<file path="config.mk">
export PLATFORM = sky130hd
export DESIGN_NAME = dist_uart_reporter
export DESIGN_NICKNAME = d
export VERILOG_FILES = /design/src/rtl/sonic_pkg.sv /design/src/rtl/bcd_dd_seq.sv /design/src/rtl/dist_uart_reporter.sv
export SDC_FILE = /design/constraint.sdc
export NUM_CORES = 1
export LEC_CHECK = 0
export BUFFER_PORTS_ARGS = -buffer_cell sky130_fd_sc_hd__buf_2
export CORE_MARGIN = 8
export CORE_UTILIZATION = 44
export CTS_CLUSTER_SIZE = 28
export DETAILED_ROUTE_END_ITERATION = 7
export SLEW_MARGIN = 30
export SYNTH_ARGS = -nofsm -noshare
export SYNTH_HDL_FRONTEND = slang
export SYNTH_SLANG_ARGS = --single-unit
</file>
<file path="constraint.sdc">
create_clock -name clk -period 3.9 [get_ports clk]
set_input_delay 0.585 -clock clk [delete_from_list [all_inputs] [get_ports clk]]
set_output_delay 0.585 -clock clk [all_outputs]
set_load 0.1 [all_outputs]
</file>
<file path="src/rtl/sonic_pkg.sv">
// Shared definitions for the SR04 distance path: widths, ASCII constants and
// the UART reporter state encoding.
package sonic_pkg;

  localparam int unsigned DIST_W = 10;

  localparam logic [7:0] ASC_ZERO = 8'h30;
  localparam logic [7:0] ASC_SP   = 8'h20;
  localparam logic [7:0] ASC_C    = 8'h63;
  localparam logic [7:0] ASC_M    = 8'h6D;
  localparam logic [7:0] ASC_CR   = 8'h0D;
  localparam logic [7:0] ASC_LF   = 8'h0A;

  typedef enum logic [2:0] {
    StIdle  = 3'd0,
    StConv  = 3'd1,
    StSend  = 3'd2,
    StGuard = 3'd3,
    StHold  = 3'd4
  } rep_state_e;

  function automatic logic [7:0] digit_ascii(input logic [3:0] digit);
    return ASC_ZERO + {4'h0, digit};
  endfunction

endpackage

</file>
<file path="src/rtl/bcd_dd_seq.sv">
// Iterative double-dabble: converts a DIST_W-bit binary value to three BCD
// digits, one shift-and-adjust step per clock, DIST_W steps per conversion.
module bcd_dd_seq
  import sonic_pkg::*;
(
  input  logic              clk,
  input  logic              rst,
  input  logic              start,
  input  logic [DIST_W-1:0] bin,
  output logic              done,
  output logic [11:0]       bcd
);

  logic [DIST_W+11:0] sh_q;
  logic [3:0]         cnt_q;
  logic               run_q;
  logic [11:0]        bcd_adj;

  // Nibbles >= 5 get +3 so the following shift carries correctly into the next digit.
  always_comb begin
    bcd_adj = '0;
    for (int i = 0; i < 3; i++) begin
      if (sh_q[DIST_W+4*i +: 4] >= 4'd5) begin
        bcd_adj[4*i +: 4] = sh_q[DIST_W+4*i +: 4] + 4'd3;
      end else begin
        bcd_adj[4*i +: 4] = sh_q[DIST_W+4*i +: 4];
      end
    end
  end

  always_ff @(posedge clk) begin
    if (rst) begin
      sh_q  <= '0;
      cnt_q <= 4'd0;
      run_q <= 1'b0;
    end else if (start) begin
      sh_q  <= {12'd0, bin};
      cnt_q <= 4'd0;
      run_q <= 1'b1;
    end else if (run_q) begin
      sh_q  <= {bcd_adj[10:0], sh_q[DIST_W-1:0], 1'b0};
      cnt_q <= cnt_q + 4'd1;
      if (cnt_q == 4'(DIST_W - 1)) begin
        run_q <= 1'b0;
      end
    end
  end

  // High during the final iteration; bcd holds the result from the next cycle on.
  assign done = run_q && (cnt_q == 4'(DIST_W - 1));
  assign bcd  = sh_q[DIST_W+11:DIST_W];

endmodule

</file>
<file path="src/rtl/dist_uart_reporter.sv">
// Converts each completed distance measurement to ASCII decimal and streams the
// frame ("ddd cm\r\n" or "ddd\r\n") into uart_tx via its start/busy handshake.
module dist_uart_reporter
  import sonic_pkg::*;
#(
  parameter int unsigned SEND_UNITS = 1,
  parameter int unsigned MAX_DIST   = 999
) (
  input  logic              clk,
  input  logic              rst,
  input  logic              dist_done,
  input  logic [DIST_W-1:0] distance,
  input  logic              tx_busy,
  output logic              tx_start,
  output logic [7:0]        tx_data,
  output logic              busy,
  output logic              overrun
);

  localparam logic [DIST_W-1:0] MaxDist = DIST_W'(MAX_DIST);
  localparam logic [2:0]        LastIdx = (SEND_UNITS != 0) ? 3'd7 : 3'd4;

  rep_state_e        state_q;
  logic [2:0]        idx_q;
  logic [DIST_W-1:0] dist_clamped;
  logic              dd_start;
  logic              dd_done;
  logic [11:0]       bcd;
  logic [7:0]        frame_byte;

  assign dist_clamped = (distance > MaxDist) ? MaxDist : distance;
  assign dd_start     = dist_done && (state_q == StIdle);
  assign busy         = (state_q != StIdle);

  bcd_dd_seq u_bcd (
    .clk   (clk),
    .rst   (rst),
    .start (dd_start),
    .bin   (dist_clamped),
    .done  (dd_done),
    .bcd   (bcd)
  );

  always_comb begin
    frame_byte = ASC_LF;
    case (idx_q)
      3'd0:    frame_byte = digit_ascii(bcd[11:8]);
      3'd1:    frame_byte = digit_ascii(bcd[7:4]);
      3'd2:    frame_byte = digit_ascii(bcd[3:0]);
      3'd3:    frame_byte = (SEND_UNITS != 0) ? ASC_SP : ASC_CR;
      3'd4:    frame_byte = (SEND_UNITS != 0) ? ASC_C : ASC_LF;
      3'd5:    frame_byte = ASC_M;
      3'd6:    frame_byte = ASC_CR;
      default: frame_byte = ASC_LF;
    endcase
  end

  always_ff @(posedge clk) begin
    if (rst) begin
      state_q  <= StIdle;
      idx_q    <= 3'd0;
      tx_start <= 1'b0;
      tx_data  <= 8'h00;
      overrun  <= 1'b0;
    end else begin
      tx_start <= 1'b0;
      overrun  <= dist_done && (state_q != StIdle);
      unique case (state_q)
        StIdle: begin
          if (dist_done) state_q <= StConv;
        end
        StConv: begin
          if (dd_done) begin
            state_q <= StSend;
            idx_q   <= 3'd0;
          end
        end
        StSend: begin
          if (!tx_busy) begin
            tx_data  <= frame_byte;
            tx_start <= 1'b1;
            state_q  <= StGuard;
          end
        end
        // uart_tx raises busy one cycle after accepting a start, so skip that cycle.
        StGuard: state_q <= StHold;
        StHold: begin
          if (!tx_busy) begin
            if (idx_q == LastIdx) begin
              state_q <= StIdle;
            end else begin
              idx_q   <= idx_q + 3'd1;
              state_q <= StSend;
            end
          end
        end
        default: state_q <= StIdle;
      endcase
    end
  end

endmodule

</file>
# Word level (Yosys, flattened, before mapping)
# Index checks and enable logic that the tools add are counted.
[totals] mem_count=0 out_inout_bits=11 reg_bits=43 mem_bits_rw=0 romBits=0 input_bits=14 latch_bits=0
[classes] reduce_logical=13 muxes=21 div=0 bitwise=2 eq_ne=17 order_cmp=4 multipliers=0 shift=0 addsub=8
[ops] cell="$pmux 7 s7" n=1
[ops] cell="$mux 10" n=3
[ops] cell="$mux 3" n=8
[ops] cell="$add 6x4->7 const A" n=3
[ops] cell="$eq 3x3->1 const B" n=5
[ops] cell="$pmux 3 s5" n=1
[ops] cell="$eq 3x2->1 const B" n=4
[ops] cell="$ge 4x3->1 const B" n=3
[ops] cell="$gt 10x10->1 const B" n=1
[ops] cell="$ne 2x2->1 const B" n=5
[ops] cell="$add 4x2->4 const B" n=2
[ops] cell="$mux 4" n=2
[ops] cell="$reduce_and 4->1" n=2
[ops] cell="$eq 3x1->1 const B" n=2
[ops] cell="$logic_not 3->1" n=2
[ops] cell="$pmux 3 s2" n=1
[ops] cell="$add 4x1->4 const B" n=1
[ops] cell="$eq 4x4->1 const B" n=1
[ops] cell="$mux 1" n=4
[ops] cell="$reduce_bool 2->1" n=2
[ops] cell="$reduce_or 2->1" n=2
[ops] cell="$add 3x1->3 const B" n=1
[ops] cell="$add 3x2->3 const B" n=1
[ops] cell="$logic_and 1x1->1" n=3
[ops] cell="other kinds (4)" n=5

# Longest topological paths before layout
# Gate-level depths: netlist of the first run.
[logic_depth] depth_word=4 depth_mapped=7 mapped_depth_nobuf=6

# Hierarchy
# From an unflattened synthesis of the first run, not the netlist that was laid out.
[hier_totals] cells_unflattened=292 area_unflattened_um2=2397.3
[by_module_without_submodules] mod="bcd_dd_seq" area_each_um2=1445.1 seq_area_each_um2=540.5 cells_each=177 n_inst=1
[by_module_without_submodules] mod="dist_uart_reporter" area_each_um2=952.2 seq_area_each_um2=300.3 cells_each=115 n_inst=1

# Worst setup path before layout of the first run
# OpenSTA, ideal clock, no wires.
[synth_timing] path_type="reg2out" startpoint="reg state_q[0]" endpoint="out busy" slack_ps=2117 arrival_time_ps=1198 stages_incl_launch_ff=3 required_ps=3315 path_cell_list="dfxtp_1 > buf_2 > or3_1"
[synth_between] elab_chain_cells=1
[synth_lines] item="start: declaration" line_no="dist_uart_reporter.sv:23" text="rep_state_e state_q;"
[synth_lines] item="start signal: assignment" line_no="dist_uart_reporter.sv:60" text="state_q <= StIdle;"
[synth_lines] item="start signal: assignment" line_no="dist_uart_reporter.sv:70" text="if (dist_done) state_q <= StConv;"
[synth_lines] item="start signal: assignment" line_no="dist_uart_reporter.sv:74" text="state_q <= StSend;"
[synth_lines] item="$reduce_bool 3->1" line_no="dist_uart_reporter.sv:33" text="assign busy = (state_q != StIdle);"
[synth_lines] item="end: declaration" line_no="dist_uart_reporter.sv:16" text="output logic busy,"
# Every way passes these cells.

# Worst setup path in the final report of the first run
# Same ends and word-level chain as after synthesis.

==> results of run 1 <==
-- worst max-delay path, cell delays in order (launching register included) --
cell                      delay, ns
sky130_fd_sc_hd__dfxtp_1       0.53
sky130_fd_sc_hd__or3_1         0.18
sky130_fd_sc_hd__buf_2         0.42
-- routing by layer --
metal  global-route usage (%)  vias up  wire length, um
met5                        0        -                0
met4                     4.61        0               52
met3                     3.71        5              193
met2                     20.2       26             1920
met1                     15.6      823             2410
li1                         -      976                -
-- registers in the layout, summed over array words and instances, names as in the netlist --
| name | count |
|---|---|
| u_bcd.sh_q | 22 |
| tx_data | 7 |
| tx_start | 1 |
| idx_q | 3 |
| u_bcd.run_q | 1 |
| state_q | 3 |
| u_bcd.cnt_q | 4 |
| overrun | 1 |
-- final timing paths --
check | to | slack (ns) | depth (start not counted)
worst min-delay path | tx_data[6] | 0.46 | 2
worst min register to register | tx_data[6] | 0.46 | 2
worst max register to register | tx_data[5] | 1.98 | 4
worst max-delay path | busy | 1.88 | 2
-- final cells by class --
type / instances / area [sq um]
sequential: 42 / 841
inverter: 14 / 52.6
clock buffer: 8 / 110
multi-input combinational: 190 / 1290
fill: 509 / 2570
tap: 70 / 87.6
timing repair buffer: 24 / 123
-- power groups by stage --
stage                     clock, mW  combinational (mW)  sequential (mW)
after floorplan                   0              0.0935            0.465
after global placement            0               0.112            0.466
after detailed placement          0               0.113            0.466
after CTS                     0.342               0.113            0.456
after global routing          0.358               0.125            0.459
final                         0.332               0.112            0.456
-- logic make-up (layout without fill, tap and decap cells) --
| logic type | Yosys count | after routing |
|---|---|---|
| adder cells (fa/ha/maj) | 13 | 13 |
| other | 1 | 1 |
| XOR/XNOR | 3 | 3 |
| multiplexers | 9 | 9 |
| buffers and inverters | 38 | 46 |
| AO/OA/AOI/OAI | 77 | 77 |
| flip-flops | 42 | 42 |
| AND/OR/NAND/NOR | 87 | 87 |
-- Yosys cell counts (7+ instances only) --
| cell type | n |
|---|---|
| sky130_fd_sc_hd__o21ai_0 | 14 |
| sky130_fd_sc_hd__ha_1 | 13 |
| sky130_fd_sc_hd__nor3_1 | 7 |
| sky130_fd_sc_hd__a211oi_1 | 13 |
| sky130_fd_sc_hd__nor2_1 | 26 |
| sky130_fd_sc_hd__clkbuf_1 | 11 |
| sky130_fd_sc_hd__a21oi_1 | 17 |
| sky130_fd_sc_hd__nand2b_1 | 11 |
| sky130_fd_sc_hd__dfxtp_1 | 42 |
| sky130_fd_sc_hd__nand2_1 | 18 |
| sky130_fd_sc_hd__mux2i_1 | 9 |
| sky130_fd_sc_hd__inv_1 | 14 |
==> impl_metrics.yaml, run 1 <==
run_status:
  run_status: "complete, no violations"
logic_synthesis:
  synth_top_family_by_area: "compound AO/OA/AOI/OAI gates"
  post_synth_main_area_contributors: "sky130_fd_sc_hd__dfxtp_1 (37%), sky130_fd_sc_hd__ha_1 (7.1%), sky130_fd_sc_hd__a211oi_1 (4.3%)"
  syn-num-nets: 297
  ys_seq_elements: 42
  ys_dominant_reg_cell: "sky130_fd_sc_hd__dfxtp_1"
  synth_compound_area_share_pct: 23.7
  synth_xor_xnor_area_share_pct: 1.15
  synth.cell_area_sq_um: 2290
  netlist.top_cell.by_area: "sky130_fd_sc_hd__dfxtp_1"
  ys_async_sr_fraction_pct: 0
  post_synthesis_share_of_cell_area_spent_on_full_adders_half_adders_and_majority_gates_pct: 7.09
  synth_top_area_share_pct: 36.6
  synth_simple_gate_area_share_pct: 20.1
  synthesis.instances: 270
  synth.mux.area_fraction_pct: 3.93
  edff_count_synth: 0
  syn_avg_cell_area_sq_um: 8.50
  ys_types: 52
  synth_warnings: 0
  fraction_of_the_yosys_area_taken_by_sequential_cells_pct: 36.6
min_path:
  hp-class: "register to register"
  hold_path_startpoint: "tx_data[6]"
detailed_routing:
  wl_per_cell_um: 13.2
  antenna_left: 0
  viasPerCell: 5.26
  dr_total_vias: 1830
  dr.first_iter.drc_count: 121
  first_pass_iters: 5
  totalWireLength_mm: 4.58
  drcViolationCount: 0
clocking:
  cts-hold-fix-buffers: 0
  clock_sink_count: 42
  cts-htree-levels: 2
  cts.root.buffer_cell: "sky130_fd_sc_hd__clkbuf_8"
  clk_path_buf_depth: 2
  postCtsResizedCells: 0
  cts_inserted_buffers: 5
  post-cts-setup-buffers: 0
  clk_pin_slew_ns: 0.08
  cts_tree: "done"
  clk-insertion-delay-late_ns: 0.29
global_route:
  number_of_antenna_violations_at_the_first_check_in_global_routing: 0
  maximum_number_of_pins_on_one_net_before_global_route_repair: 50
  first_global_vias: 1792
  groute.usage.overall_pct: 12.6
  grt_first_pass_wirelength_mm: 7.91
  grt_remaining_overflow: 0
power:
  sequentialPowerShare_pct: 50.6
  peakVddDrop_v: 0.000234
  p_leak_nw: 0.924
  power.density_cell_area_nw_per_um2: 360
  combinationalPowerShare_pct: 12.5
  int_power_mw: 0.666
  p_total_mw: 0.901
  netSwitchingFraction_pct: 26.1
  clock_power_share_pct: 36.9
  total_switching_power_mw: 0.235
worst_setup_path:
  cp-end-kind: "primary output"
  cp_max_fo: 11
  worstPathRequired_ns: 3.31
  start_to_end_type_of_the_worst_setup_path: "register to primary output"
  crit_arrival_ns: 1.43
  timing.critical_path.from: "state_q[0]"
  crit_path_start_kind: "register"
  critical_path.reg2reg.startpoint: "state_q[1]"
placed_design:
  placed_area_sq_um: 2390
  routabilityCongestion: 0.798
  port_buffers: 23
  place_ws_ns: 1.77
  detailed_place_hpwl_mm: 3.15
  numPlacedInstances: 340
sta:
  fin_setup_tns_ns: 0
  number_of_pins_with_negative_max_slew_slack_in_the_final_report: 0
  timing.final.hold_violations: 0
  setup-violations-final: 0
  period_share_pct: 51.7
  final.setup_skew_ns: 0.00646
  timing.fmax_mhz: 496
  minimum_period_implied_by_the_final_worst_setup_slack_ns: 2.02
  actual_slew_at_the_worst_max_slew_pin_ns: 0.890
  final.hold.worst_slack_ns: 0.457
  postLayoutSetupSlackWorst_ns: 1.88
  max_slew_margin_pct: 39.8
  rsz_0062_raised_after_global_routing: "no"
floorplan:
  pin_count: 25
  die_w_um: 88.2
  floorplan.core_area_sq_um: 5070
  start_util_pct: 45.2
  placement_rows: 26
  height_of_the_die_um: 88.2
  design.die.area_sq_um: 7780
final_layout:
  instances_no_fill: 348
  drive_above_1_share_pct: 14.4
  final_design_area_no_fill_sq_um: 2500
  num-nets-final: 304
  most-common-layout-cells: "sky130_fd_sc_hd__dfxtp_1 (42), sky130_fd_sc_hd__nor2_1 (26), sky130_fd_sc_hd__buf_2 (23)"
  num_antenna_cells: 0
  layout_commonest_cell: "sky130_fd_sc_hd__dfxtp_1"
  post-route-util_pct: 49.3
  area_growth_syn_to_layout_pct: 8.94
run:
  cap_violations: 0
Note: power is estimated with default switching activity, not from simulation.
==> run 2, diff against run 1 <==
==> constraint.sdc (replaced) <==
create_clock -name clk -period 2 [get_ports clk]
set_input_delay 0.3 -clock clk [delete_from_list [all_inputs] [get_ports clk]]
set_output_delay 0.3 -clock clk [all_outputs]
set_load 0.1 [all_outputs]
==> impl_metrics.yaml, run 2 (synthesis results as in run 1) <==
run_status:
  run_status: "complete, no violations"
final_layout:
  most-common-layout-cells: "sky130_fd_sc_hd__dfxtp_1 (42), sky130_fd_sc_hd__nor2_1 (26), sky130_fd_sc_hd__buf_2 (23)"
  area_growth_syn_to_layout_pct: 8.78
  drive_above_1_share_pct: 14.6
  top_register: "u_bcd.sh_q"
  layout_commonest_cell: "sky130_fd_sc_hd__dfxtp_1"
  largest_register_ffs: 22
  fillers: 508
  num_antenna_cells: 0
  num-nets-final: 308
  biggest_registers_after_layout: "u_bcd.sh_q: 22 flops, tx_data: 7 flops, u_bcd.cnt_q: 4 flops"
min_path:
  hp-class: "primary input to register"
  timing.hold.worst_path_depth: 3
  hold_path_startpoint: "distance[2]"
  min_to: "u_bcd.sh_q[2]"
detailed_routing:
  antenna_left: 0
  dr.first_iter.drc_count: 69
  viasPerCell: 5.23
  first_pass_iters: 4
  totalWireLength_mm: 4.47
  wl_per_cell_um: 12.7
  dr_total_vias: 1835
  drcViolationCount: 0
clocking:
  clock_sink_count: 42
  cts.root.buffer_cell: "sky130_fd_sc_hd__clkbuf_8"
  cts_tree: "done"
  cts-htree-levels: 2
  clk_path_buf_depth: 2
  clk-insertion-delay-late_ns: 0.29
  cts_inserted_buffers: 5
  clk_pin_slew_ns: 0.07
  cts-hold-fix-buffers: 0
  postCtsResizedCells: 0
  post-cts-setup-buffers: 0
placed_design:
  routabilityCongestion: 0.747
  place_ws_ns: 0.286
  detailed_place_hpwl_mm: 3.19
  port_buffers: 23
sta:
  setup-violations-final: 0
  postLayoutSetupSlackWorst_ns: 0.256
  rsz_0062_raised_after_global_routing: "no"
  final.setup_skew_ns: 0.00808
  fin_setup_tns_ns: 0
  period_share_pct: 87.2
  number_of_pins_with_negative_max_slew_slack_in_the_final_report: 0
  timing.final.hold_violations: 0
  timing.fmax_mhz: 573
  minimum_period_implied_by_the_final_worst_setup_slack_ns: 1.74
  final.hold.worst_slack_ns: 0.267
floorplan:
  design.die.area_sq_um: 7780
  die_w_um: 88.2
  start_util_pct: 45.2
  height_of_the_die_um: 88.2
  floorplan.core_area_sq_um: 5070
  placement_rows: 26
  pin_count: 25
worst_setup_path:
  worstPathRequired_ns: 2.22
  crit_arrival_ns: 1.96
  crit_path_cell_trace: "or4b_4 > a41oi_4 > a22oi_2 > nor3_2"
  cell_with_the_largest_stage_delay_on_the_worst_path: "sky130_fd_sc_hd__or4b_4"
  critical_path_buf_inv_count: 0
  rr_worst_depth: 4
  cp-end-kind: "register"
  ff2ff_setup_slack_ns: 0.26
  start_to_end_type_of_the_worst_setup_path: "register to register"
  cp_max_fo: 18
  cp_top_family: "simple AND/OR/NAND/NOR gates"
  cp_peak_stage_delay_ns: 0.70
  timing.rr.end: "u_bcd.sh_q[3]"
  critical_path.reg2reg.startpoint: "state_q[2]"
  crit_path_start_kind: "register"
global_route:
  grt_remaining_overflow: 0
  groute.usage.overall_pct: 12.4
  first_global_vias: 1770
  grt_first_pass_wirelength_mm: 7.80
  maximum_number_of_pins_on_one_net_before_global_route_repair: 36
  number_of_antenna_violations_at_the_first_check_in_global_routing: 0
power:
  peakVddDrop_v: 0.000448
  power.density_cell_area_nw_per_um2: 647
  p_leak_nw: 0.925
  p_total_mw: 1.62
run:
  cap_violations: 0
[run 2: cell count changes in the layout (fill, tap and decap cells not counted)]
cell and change:
sky130_fd_sc_hd__buf_4 +4, sky130_fd_sc_hd__clkbuf_1 +2, sky130_fd_sc_hd__clkbuf_8 -3
[run 2: metal layers]
metal  vias up  share of wire [%]  track usage, %
met1       815                 50            15.5
met2        34                 45            20.1
li1        982                  -               -
met3         4                4.4            3.44
met4         0               0.67            3.84
met5         -                  0               0
[run 2: worst reg2reg max path, delay by kind of cell, from the launching register on]
family | cells | cell delay [ns]
compound gates | 2 | 0.44
flops | 1 | 0.39
simple gates | 2 | 0.84
[run 2: layout make-up]
cell class | count | area, sq um | share of cell area, %
multi-input combinational | 190 | 1290 | 51.5
tap | 70 | 87.6 | 3.51
inverter | 14 | 52.6 | 2.11
sequential | 42 | 841 | 33.7
clock buffer | 7 | 76.3 | 3.06
timing repair buffer | 28 | 153 | 6.12
[run 2: how the worst max path moves through the flow]
| stage | endpoint | from | cells past startpoint |
|---|---|---|---|
| global route | u_bcd.sh_q[3] | state_q[2] | 4 |
| detailed placement | u_bcd.sh_q[3] | state_q[2] | 4 |
| CTS | u_bcd.sh_q[3] | state_q[2] | 4 |
| floorplan | overrun | state_q[0] | 3 |
| global placement | u_bcd.sh_q[4] | state_q[2] | 4 |
| finish | u_bcd.sh_q[3] | state_q[2] | 4 |
[run 2: power breakdown]
part | leakage (nW) | internal, mW | switching, mW
clock | 0.0383 | 0.240 | 0.262
combinational | 0.545 | 0.0876 | 0.135
sequential | 0.342 | 0.866 | 0.0249
total | 0.925 | 1.19 | 0.422
[run 2: metrics by stage]
step	util, %	area [sq um]	std cells
2_1_floorplan	-	2290	270
3_3_place_gp	47.7	2420	344
3_5_place_dp	47.7	2420	344
4_1_cts	49.2	2500	351
5_1_grt	49.2	2500	351
6_report	49.2	2500	351
